## config.mk

```make
export PLATFORM = sky130hd
export DESIGN_NAME = mem_port_arbiter_flat
export DESIGN_NICKNAME = d
export VERILOG_FILES = /design/src/rtl/mem_port_arbiter_if.sv /design/src/rtl/mem_port_arbiter.sv /design/src/flat_wrapper.sv
export SDC_FILE = /design/constraint.sdc
export NUM_CORES = 1
export LEC_CHECK = 0
export ABC_AREA = 1
export ABC_CLOCK_PERIOD_IN_PS = 68300
export CORE_AREA = 5 5 538 540
export DETAILED_ROUTE_END_ITERATION = 12
export DIE_AREA = 0 0 543 545
export PLACE_DENSITY_LB_ADDON = 0.3
export SLEW_MARGIN = 20
export SYNTH_ARGS = -nofsm -noshare
export SYNTH_HDL_FRONTEND = slang
export SYNTH_SLANG_ARGS = --single-unit
```

## constraint.sdc

```tcl
create_clock -name clk -period 68.3 [get_ports clk]
set_input_delay 17.075 -clock clk [delete_from_list [all_inputs] [get_ports clk]]
set_output_delay 17.075 -clock clk [all_outputs]
set_load 0.05 [all_outputs]
```

## src/rtl/mem_port_arbiter_if.sv

```systemverilog
// mem_port_arbiter_if: cache/pmem bus bundle for the memory port arbiter
//   slave  : arbiter view (cache requests and pmem response in, responses and pmem command out)
//   master : environment view (caches plus cacheline adaptor)
//   i_*    : I-cache read request, line address, returned line, done pulse
//   d_*    : D-cache read/writeback request, line address, writeback line, returned line, done pulse
//   pm_*   : pmem read/write command, registered address and write line, read line, done
//   grant_o: current owner, 00 none, 01 I, 10 D
interface mem_port_arbiter_if #(
    parameter int ADDR_W = 32,
    parameter int LINE_W = 256
);
    logic              i_read_i;
    logic [ADDR_W-1:0] i_addr_i;
    logic [LINE_W-1:0] i_rdata_o;
    logic              i_resp_o;
    logic              d_read_i;
    logic              d_write_i;
    logic [ADDR_W-1:0] d_addr_i;
    logic [LINE_W-1:0] d_wdata_i;
    logic [LINE_W-1:0] d_rdata_o;
    logic              d_resp_o;
    logic              pm_read_o;
    logic              pm_write_o;
    logic [ADDR_W-1:0] pm_addr_o;
    logic [LINE_W-1:0] pm_wdata_o;
    logic [LINE_W-1:0] pm_rdata_i;
    logic              pm_resp_i;
    logic [1:0]        grant_o;

    modport slave (
        input  i_read_i, i_addr_i, d_read_i, d_write_i, d_addr_i, d_wdata_i, pm_rdata_i, pm_resp_i,
        output i_rdata_o, i_resp_o, d_rdata_o, d_resp_o, pm_read_o, pm_write_o, pm_addr_o, pm_wdata_o, grant_o
    );

    modport master (
        output i_read_i, i_addr_i, d_read_i, d_write_i, d_addr_i, d_wdata_i, pm_rdata_i, pm_resp_i,
        input  i_rdata_o, i_resp_o, d_rdata_o, d_resp_o, pm_read_o, pm_write_o, pm_addr_o, pm_wdata_o, grant_o
    );
endinterface

```

## src/rtl/mem_port_arbiter.sv

```systemverilog
// mem_port_arbiter: shares the single pmem cacheline port between the I-cache and D-cache
//   clk : clock
//   rst : asynchronous active-high reset, abandons any in-flight transaction
//   bus : mem_port_arbiter_if.slave bundle (cache requests/responses, pmem command/response, grant_o)
// Default arbitration is D-priority with the I-cache forced in after STARVE_LIMIT consecutive
// D grants made while I waits. Defining ARB_ROUND_ROBIN_EN switches contested grants to
// round robin instead and drops the starve counter.
module mem_port_arbiter #(
    parameter int ADDR_W       = 32,
    parameter int LINE_W       = 256,
    parameter int STARVE_LIMIT = 4
) (
    input logic                clk,
    input logic                rst,
    mem_port_arbiter_if.slave  bus
);
    if (STARVE_LIMIT < 1 || STARVE_LIMIT > 15) begin : g_bad_limit
        $error("STARVE_LIMIT must be within 1..15");
    end

    typedef enum logic [1:0] {IDLE, SERVE_I, SERVE_D, DONE} state_t;

    state_t            r_state, w_next;
    logic              r_owner_d;
    logic              r_write;
    logic [ADDR_W-1:0] r_addr;
    logic [LINE_W-1:0] r_wdata;
    logic [LINE_W-1:0] r_i_rdata;
    logic [LINE_W-1:0] r_d_rdata;
    logic              w_d_req;
    logic              w_force_i;
    logic              w_grant_i;
    logic              w_grant_d;
    logic              w_serve;

    assign w_d_req   = bus.d_read_i | bus.d_write_i;
    assign w_serve   = (r_state == SERVE_I) || (r_state == SERVE_D);
    // I wins whenever D is absent, and also when the contest is decided in its favour
    assign w_grant_i = (r_state == IDLE) && bus.i_read_i && (!w_d_req || w_force_i);
    assign w_grant_d = (r_state == IDLE) && w_d_req && !w_grant_i;

`ifdef ARB_ROUND_ROBIN_EN
    logic r_last_d;

    assign w_force_i = r_last_d;

    always_ff @(posedge clk or posedge rst) begin
        if (rst)
            r_last_d <= 1'b0;
        else if (w_grant_i || w_grant_d)
            r_last_d <= w_grant_d;
    end
`else
    logic [3:0] r_starve;

    assign w_force_i = (r_starve == 4'(STARVE_LIMIT));

    always_ff @(posedge clk or posedge rst) begin
        if (rst)
            r_starve <= '0;
        else if (w_grant_i)
            r_starve <= '0;
        else if (w_grant_d && bus.i_read_i && !w_force_i)
            r_starve <= r_starve + 4'd1;
    end
`endif

    always_ff @(posedge clk or posedge rst) begin
        if (rst)
            r_state <= IDLE;
        else
            r_state <= w_next;
    end

    always_comb begin
        w_next = r_state;
        w_next = w_grant_i                 ? SERVE_I :
                 w_grant_d                 ? SERVE_D :
                 (w_serve && bus.pm_resp_i) ? DONE    :
                 (r_state == DONE)         ? IDLE    : r_state;
        // commands come straight from state so reset drops them without waiting for a clock
        bus.pm_read_o  = w_serve && !r_write;
        bus.pm_write_o = w_serve && r_write;
        bus.grant_o    = (r_state == IDLE) ? 2'b00 : r_owner_d ? 2'b10 : 2'b01;
        bus.i_resp_o   = (r_state == DONE) && !r_owner_d;
        bus.d_resp_o   = (r_state == DONE) && r_owner_d;
    end

    always_ff @(posedge clk or posedge rst) begin
        if (rst) begin
            r_owner_d <= 1'b0;
            r_write   <= 1'b0;
            r_addr    <= '0;
            r_wdata   <= '0;
            r_i_rdata <= '0;
            r_d_rdata <= '0;
        end else begin
            if (w_grant_i || w_grant_d) begin
                r_owner_d <= w_grant_d;
                // read and write together is treated as a writeback
                r_write   <= w_grant_d && bus.d_write_i;
                r_addr    <= w_grant_d ? bus.d_addr_i : bus.i_addr_i;
            end
            if (w_grant_d)
                r_wdata <= bus.d_wdata_i;
            if (w_serve && bus.pm_resp_i && !r_write && !r_owner_d)
                r_i_rdata <= bus.pm_rdata_i;
            if (w_serve && bus.pm_resp_i && !r_write && r_owner_d)
                r_d_rdata <= bus.pm_rdata_i;
        end
    end

    assign bus.pm_addr_o  = r_addr;
    assign bus.pm_wdata_o = r_wdata;
    assign bus.i_rdata_o  = r_i_rdata;
    assign bus.d_rdata_o  = r_d_rdata;
endmodule

```

## src/flat_wrapper.sv

```systemverilog
// flat-port wrapper written by rule: the top's interface ports become plain ports
module mem_port_arbiter_flat 
#(
    parameter int ADDR_W       = 32,
    parameter int LINE_W       = 256,
    parameter int STARVE_LIMIT = 4
)
  (clk, rst, bus_i_read_i, bus_i_addr_i, bus_d_read_i, bus_d_write_i, bus_d_addr_i, bus_d_wdata_i, bus_pm_rdata_i, bus_pm_resp_i, bus_i_rdata_o, bus_i_resp_o, bus_d_rdata_o, bus_d_resp_o, bus_pm_read_o, bus_pm_write_o, bus_pm_addr_o, bus_pm_wdata_o, bus_grant_o);
  mem_port_arbiter_if #(.ADDR_W(ADDR_W), .LINE_W(LINE_W)) bus_i ();
  input logic clk;
  input logic rst;
  input wire logic [$bits(bus_i.i_read_i)-1:0] bus_i_read_i;
  input wire logic [$bits(bus_i.i_addr_i)-1:0] bus_i_addr_i;
  input wire logic [$bits(bus_i.d_read_i)-1:0] bus_d_read_i;
  input wire logic [$bits(bus_i.d_write_i)-1:0] bus_d_write_i;
  input wire logic [$bits(bus_i.d_addr_i)-1:0] bus_d_addr_i;
  input wire logic [$bits(bus_i.d_wdata_i)-1:0] bus_d_wdata_i;
  input wire logic [$bits(bus_i.pm_rdata_i)-1:0] bus_pm_rdata_i;
  input wire logic [$bits(bus_i.pm_resp_i)-1:0] bus_pm_resp_i;
  output wire logic [$bits(bus_i.i_rdata_o)-1:0] bus_i_rdata_o;
  output wire logic [$bits(bus_i.i_resp_o)-1:0] bus_i_resp_o;
  output wire logic [$bits(bus_i.d_rdata_o)-1:0] bus_d_rdata_o;
  output wire logic [$bits(bus_i.d_resp_o)-1:0] bus_d_resp_o;
  output wire logic [$bits(bus_i.pm_read_o)-1:0] bus_pm_read_o;
  output wire logic [$bits(bus_i.pm_write_o)-1:0] bus_pm_write_o;
  output wire logic [$bits(bus_i.pm_addr_o)-1:0] bus_pm_addr_o;
  output wire logic [$bits(bus_i.pm_wdata_o)-1:0] bus_pm_wdata_o;
  output wire logic [$bits(bus_i.grant_o)-1:0] bus_grant_o;
  assign bus_i.i_read_i = bus_i_read_i;
  assign bus_i.i_addr_i = bus_i_addr_i;
  assign bus_i.d_read_i = bus_d_read_i;
  assign bus_i.d_write_i = bus_d_write_i;
  assign bus_i.d_addr_i = bus_d_addr_i;
  assign bus_i.d_wdata_i = bus_d_wdata_i;
  assign bus_i.pm_rdata_i = bus_pm_rdata_i;
  assign bus_i.pm_resp_i = bus_pm_resp_i;
  assign bus_i_rdata_o = bus_i.i_rdata_o;
  assign bus_i_resp_o = bus_i.i_resp_o;
  assign bus_d_rdata_o = bus_i.d_rdata_o;
  assign bus_d_resp_o = bus_i.d_resp_o;
  assign bus_pm_read_o = bus_i.pm_read_o;
  assign bus_pm_write_o = bus_i.pm_write_o;
  assign bus_pm_addr_o = bus_i.pm_addr_o;
  assign bus_pm_wdata_o = bus_i.pm_wdata_o;
  assign bus_grant_o = bus_i.grant_o;
  mem_port_arbiter #(.ADDR_W(ADDR_W), .LINE_W(LINE_W), .STARVE_LIMIT(STARVE_LIMIT)) u_core (.clk(clk), .rst(rst), .bus(bus_i));
endmodule
```

* Yosys cells after proc, flatten, opt, wreduce, memory -nomap -nowiden
Index checks and enable logic that the tools add are counted.
Word-level totals: output and inout port bits 806, register bits 808, bits of input ports 582, word-level logic and storage cells 49
Cells by class: mux-type cells 9, eq/ne operators 4, bitwise operators 1, $add $sub $neg 1, reductions and logical operators 26
Operator list (count):
- 2-to-1 mux 32 bit | 1
- logical AND 1 bit | 15
- 2-to-1 mux 2 bit | 6
- 2-to-1 mux 4 bit | 2
- logical NOT 1 bit | 5
- adder 4 x 1 -> 4 bit, second input constant | 1
- equality test 2 bit, second input constant | 2
- equality test 4 x 3 -> 1 bit, second input constant | 1
- nonzero test 4 bit | 1
- logical OR 1 bit | 3
- equality test 2 x 1 -> 1 bit, second input constant | 1
- logical NOT 2 bit | 1
- nonzero test 2 bit | 1
- bitwise OR 1 bit | 1

* Longest topological paths before layout
Gate-level depths: netlist of run 1.
depth after elaboration 10, mapped depth 10, gate-level depth less buffers 8

* Least setup slack after synthesis of run 1
Ideal clock, no wire load.
path kind register -> output, start register u_core.r_state[0], end output bus_pm_read_o, arrival time 1385 ps, buffers on the path 0, stages on the path, launching flop included 5, slack 49840 ps, required time 51225 ps, cells stage by stage dfrtp_1 inv_1 ha_1 inv_1 nor2_1
On the way: cells in the longest elaborated chain, start to end 3, elaborated cells between the ends (all ways) 4, those cells by class 2 x eq/ne; 2 x reduce/logical
Ends and longest elaborated chain:
- start, declared | line mem_port_arbiter.sv:23 | state_t r_state, w_next;
- start signal, assigned | line mem_port_arbiter.sv:72 | r_state <= w_next;
- equality test 2 x 1 -> 1 bit / equality test 2 bit (equally long branches) | line mem_port_arbiter.sv:37 | assign w_serve = (r_state == SERVE_I) || (r_state == SERVE_D);
- logical OR 1 bit * | line mem_port_arbiter.sv:37
- logical AND 1 bit * | line mem_port_arbiter.sv:82 | bus.pm_read_o = w_serve && !r_write;
- end, declared | line flat_wrapper.sv:24 | output wire logic [$bits(bus_i.pm_read_o)-1:0] bus_pm_read_o;
Every way passes the cells marked *; elsewhere a longest branch is shown, timed or not.

==> flow_summary.json, run 1 <==
{
  "status": "finished clean",
  "nets": 5162,
  "synth_area_leader_cell": "dfrtp_1",
  "dp_hpwl_um": 164000,
  "syn_nets": 3843,
  "post_cts_resized": 0,
  "post_cts_buffers": 0,
  "place_congestion": 0.911,
  "crit_required_ns": 69.08,
  "antenna_found_initial": 103,
  "grt_setup_unrepaired": "false",
  "start_util_pct": 10.8,
  "viasPerCell": 3.39,
  "routedWlPerCell_um": 23.9,
  "syn_area_sq_um": 30800,
  "n_fill_cell": 31488,
  "grt_pass1_wl_um": 265000,
  "fin_crit_ns": 21.01,
  "seqCellArea_sq_um": 20200,
  "worstPathMaxFanout": 96,
  "hold_path_class": "flip-flop to flip-flop",
  "die_width_um": 543,
  "setup_viol": 0,
  "root_buffer": "clkbuf_16",
  "skew_ns": 0.0332,
  "p_leak_nw": 23.3,
  "clk-insertion-delay-late_ns": 0.81,
  "grt_overflow": 0,
  "dr.pass1.iters": 5,
  "clk_path_buf_depth": 4,
  "grt_pass1_vias": 29204,
  "wl_um": 201000,
  "synth-seq-area-share_pct": 65.7,
  "dieArea_sq_um": 296000,
  "synth_warnings": 0,
  "syn_area_per_cell_sq_um": 9.46,
  "setup_tns_ns": 0,
  "area_delta_synth_final_pct": 69.7,
  "drt_iter0_drc": 1867,
  "syn_inst": 3257,
  "drv_slew": 0,
  "numCtsBuffers": 105,
  "synthTopCellsByArea": "dfrtp_1, nand2_1, o21ai_0",
  "core-area_sq_um": 284000,
  "htreeDepth": 3,
  "min_period_over_period_pct": 30.8,
  "clk_pin_slew_ns": 0.05,
  "track_usage_pct": 12.9,
  "drc_errors": 0,
  "max-slew-margin-rel_pct": 24.9,
  "multiInputGateArea_sq_um": 8570,
  "drive_gt1_share_pct": 4.60,
  "synth_cell_type_count": 21,
  "tightestPinTransition_ns": 1.12,
  "critPathLaunchType": "input pin",
  "postRouteAntennaNets": 0,
  "num_vias": 28519,
  "port-buffer-count": 1387,
  "ctsHoldBuffers": 0,
  "die_height_um": 545,
  "hold_viol": 0,
  "peakVddDrop_v": 0.0000277,
  "cp.arrival_ns": 21.79,
  "io_pins": 1388,
  "clock-sinks": 808,
  "cellPowerDensity_nw_per_um2": 61.5,
  "grt_max_degree": 108,
  "num_rows": 196,
  "power_mw": 3.21,
  "ys_seq_elements": 808,
  "cap_violations": 0,
  "max_freq_ghz": 0.0476,
  "worst_setup_path_end_kind": "async pin",
  "netlist.area_leader.share_pct": 65.7,
  "cts_tree": "done",
  "crit_type": "input pin to async pin"
}
power by group:
| part | total (mW) | switching, mW | internal (mW) |
|---|---|---|---|
| Sequential | 0.845 | 0.142 | 0.703 |
| Clock | 0.572 | 0.230 | 0.343 |
| Combinational | 1.80 | 1.29 | 0.504 |
cells in the final DEF, fill, tap and decap left out, types with 4 or more instances in the layout:
cell,count
dfrtp_1,808
nand2_8,4
inv_1,269
clkbuf_8,31
o21ai_1,112
nand2_1,1100
bufinv_16,7
o21ai_0,403
ha_1,4
nor2_1,8
clkbuf_16,105
clkbuf_1,19
clkdlybuf4s50_1,1386
buf_4,35
clkinv_2,15
nand3_1,326
diode_2,9
Yosys cell counts, drive strengths merged:
cell    instances
clkbuf         59
dfrtp         808
inv           272
nor3            2
nand4           1
o21ai         515
xor2            1
nand3         326
nand2        1106
nor2           10
ha              4
buf           151
a21oi           2
registers in the layout, indices dropped and copies added (netlist names):
register and flops:
u_core.bus.pm_addr_o 32, u_core.r_owner_d 1, u_core.bus.pm_wdata_o 256, u_core.bus.d_rdata_o 256, u_core.r_starve 4, u_core.r_state 2
u_core.r_write 1, u_core.bus.i_rdata_o 256
final timing paths:
kind	start	end	slack, ns	depth (start not counted)
setup reg to reg	u_core.r_state[0]	u_core.bus.d_rdata_o[89]	63.20	10
hold / removal	u_core.bus.pm_wdata_o[38]	u_core.bus.pm_wdata_o[38]	0.47	2
min in group asynchronous	rst	u_core.bus.pm_wdata_o[246]	16.81	2
setup / recovery	rst	u_core.bus.d_rdata_o[217]	47.29	7
hold reg to reg	u_core.bus.pm_wdata_o[38]	u_core.bus.pm_wdata_o[38]	0.47	2
max in group clk	bus_pm_resp_i	u_core.bus.d_rdata_o[89]	47.30	9
cell type report:
type,count,area share (%)
diodes,9,0.0431
clock buffers,155,5.98
clock inverters,30,0.800
inverters,272,1.98
multi-input cells,1967,16.4
flip-flops and latches,808,38.7
well taps,3762,9.01
repair buffers,1422,27.1
cell families after synthesis:
logic type      synth area share [%]
compound gates                  8.41
xor+xnor                      0.0284
fa+ha+maj                      0.163
buf+inv                         6.73
flops                           65.7
simple gates                    19.0
critical path: stages:
cell and delay, ns:
clkdlybuf4s50_1 0.49, inv_8 0.57, buf_4 0.59, buf_4 0.54, buf_4 0.70, buf_4 0.69
buf_4 0.86
metrics by stage:
stage	utilization (%)	cell area, sq um	hold slack, ns	cells	worst slack, ns
2_1_floorplan	-	30800	0.504	3257	28.53
3_3_place_gp	17.1	48700	0.453	8231	46.17
3_5_place_dp	17.1	48700	0.458	8231	46.07
4_1_cts	18.4	52200	0.472	8416	46.98
5_1_grt	18.4	52200	0.491	8418	46.56
6_report	18.4	52300	0.468	8425	47.29
metal layers:
metal	track usage [%]	routed length, um	share of wire, %	vias up
li1	-	-	-	12982
met1	14.9	78200	39	13776
met2	20.2	88700	44	1309
met3	8.32	29400	15	322
met4	2.68	4120	2.0	130
met5	0	828	0.41	-
Note: power is estimated with default switching activity, not from simulation.
==> inputs of run 2 (changes only) <==
--- a/config.mk
+++ b/config.mk
@@ -6,10 +6,10 @@
 export NUM_CORES = 1
 export LEC_CHECK = 0
 export ABC_AREA = 1
-export ABC_CLOCK_PERIOD_IN_PS = 68300
-export CORE_AREA = 5 5 538 540
+export ABC_CLOCK_PERIOD_IN_PS = 21300
+export CORE_AREA = 5 5 541 543
 export DETAILED_ROUTE_END_ITERATION = 12
-export DIE_AREA = 0 0 543 545
+export DIE_AREA = 0 0 546 548
 export PLACE_DENSITY_LB_ADDON = 0.3
 export SLEW_MARGIN = 20
 export SYNTH_ARGS = -nofsm -noshare
==> constraint.sdc (replaced) <==
create_clock -name clk -period 21.3 [get_ports clk]
set_input_delay 5.325 -clock clk [delete_from_list [all_inputs] [get_ports clk]]
set_output_delay 5.325 -clock clk [all_outputs]
set_load 0.05 [all_outputs]
==> flow_summary.json, run 2 (synthesis gave the netlist of run 1 again) <==
{
  "crit_path_cell_trace": "clkdlybuf4s50_1, clkinvlp_4, buf_12, buf_4, buf_4, buf_12",
  "grt_pass1_vias": 29815,
  "clock-sinks": 808,
  "cp.arrival_ns": 9.32,
  "dp_hpwl_um": 172000,
  "root_buffer": "clkbuf_16",
  "htreeDepth": 3,
  "routedWlPerCell_um": 25.1,
  "grt_setup_unrepaired": "false",
  "die_height_um": 548,
  "antenna_found_initial": 100,
  "worst_setup_path_end_kind": "async pin",
  "setup_viol": 0,
  "critPathBufInv": 6,
  "drive_gt1_share_pct": 4.60,
  "status": "finished clean",
  "worstPathMaxFanout": 142,
  "fin_crit_ns": 8.55,
  "die_width_um": 546,
  "max-slew-margin-rel_pct": 16.0,
  "cap_violations": 0,
  "drc_errors": 0,
  "clk-insertion-delay-late_ns": 0.81,
  "top_usage_layer": "met2",
  "use_met1_pct": 16.1,
  "clk_pin_slew_ns": 0.05,
  "crit_required_ns": 22.07,
  "dieArea_sq_um": 299000,
  "num_vias": 28844,
  "cts_tree": "done",
  "grt_max_degree": 194,
  "core-area_sq_um": 287000,
  "fin_util_pct": 18.2,
  "max_stage_delay_ns": 0.76,
  "drt_iter0_drc": 2131,
  "grt_use_met3_pct": 7.90,
  "post_cts_resized": 0,
  "slowest_stage": "buf_4",
  "postRouteAntennaNets": 0,
  "place_congestion": 0.907,
  "tightestPinTransition_ns": 1.26,
  "numCtsBuffers": 106,
  "peakVddDrop_v": 0.0000940,
  "ctsHoldBuffers": 0,
  "critical-path-top-delay-family": "buffers and inverters",
  "viasPerCell": 3.42,
  "port-buffer-count": 1387,
  "nets": 5157,
  "io_pins": 1388,
  "layout_commonest_cell": "clkdlybuf4s50_1",
  "drv_slew": 0,
  "final_cell_mix": "clkdlybuf4s50_1, nand2_1, dfrtp_1, o21ai_0, nand3_1",
  "max_freq_ghz": 0.117,
  "grt_pass1_wl_um": 282000,
  "skew_ns": 0.0540,
  "clk_path_buf_depth": 4,
  "cellPowerDensity_nw_per_um2": 200,
  "area_delta_synth_final_pct": 70.1,
  "grt_use_met2_pct": 21.3,
  "setup_tns_ns": 0,
  "grt_overflow": 0,
  "num_rows": 197,
  "track_usage_pct": 13.6,
  "min_period_over_period_pct": 40.1,
  "start_util_pct": 10.7,
  "critPathLaunchType": "input pin",
  "dr.pass1.iters": 5,
  "hold_path_class": "flip-flop to flip-flop",
  "wl_um": 212000,
  "p_leak_nw": 23.4,
  "crit_type": "input pin to async pin",
  "hold_viol": 0,
  "post_cts_buffers": 0
}
-- run 2: final timing paths --
kind | from | end | cells past startpoint | slack [ns]
max | rst | u_core.bus.d_rdata_o[116] | 6 | 12.75
min | u_core.bus.pm_wdata_o[196] | u_core.bus.pm_wdata_o[196] | 2 | 0.47
max reg2reg | u_core.r_state[0] | u_core.bus.d_rdata_o[81] | 10 | 16.96
min reg2reg | u_core.bus.pm_wdata_o[196] | u_core.bus.pm_wdata_o[196] | 2 | 0.47
max in group clk | bus_pm_resp_i | u_core.bus.d_rdata_o[81] | 9 | 12.82
min in group asynchronous | rst | u_core.bus.i_rdata_o[11] | 2 | 5.03
-- run 2: per-layer routing --
metal,vias up,routed length [um],share of wire [%]
met5,-,751,0.35
met4,116,4540,2.1
met3,293,28200,13
met2,1332,94000,44
met1,14133,84800,40
li1,12970,-,-
-- run 2: tightest hold or removal path, stage by stage (launching register included) --
cell and delay, ns:
dfrtp_1 0.34, nand2_1 0.05, nand2_1 0.05
-- run 2: metrics by stage --
stage,hold slack [ns],cell area [sq um],std cells,power [mW],setup WS [ns]
2_1_floorplan,0.504,30800,3257,6.07,4.88
3_3_place_gp,0.453,48700,8243,8.67,12.01
6_report,0.468,52400,8444,10.5,12.75
4_1_cts,0.471,52300,8428,10.7,12.78
3_5_place_dp,0.457,48700,8243,8.68,11.91
5_1_grt,0.485,52400,8433,11.0,12.25
-- run 2: final cells by class --
| cell class | instances | area [sq um] |
|---|---|---|
| Clock inverter | 42 | 599 |
| Inverter | 272 | 1030 |
| Timing Repair Buffer | 1416 | 14200 |
| Clock buffer | 143 | 2980 |
| Sequential cell | 808 | 20200 |
| Tap cell | 3781 | 4730 |
| Antenna cell | 15 | 37.5 |
| Multi-Input combinational cell | 1967 | 8570 |
| Fill cell | 31804 | 235000 |
-- run 2: power breakdown --
part | total [mW] | switching [mW] | internal (mW)
combinational | 5.84 | 4.21 | 1.62
sequential | 2.74 | 0.482 | 2.25
clock | 1.89 | 0.750 | 1.14
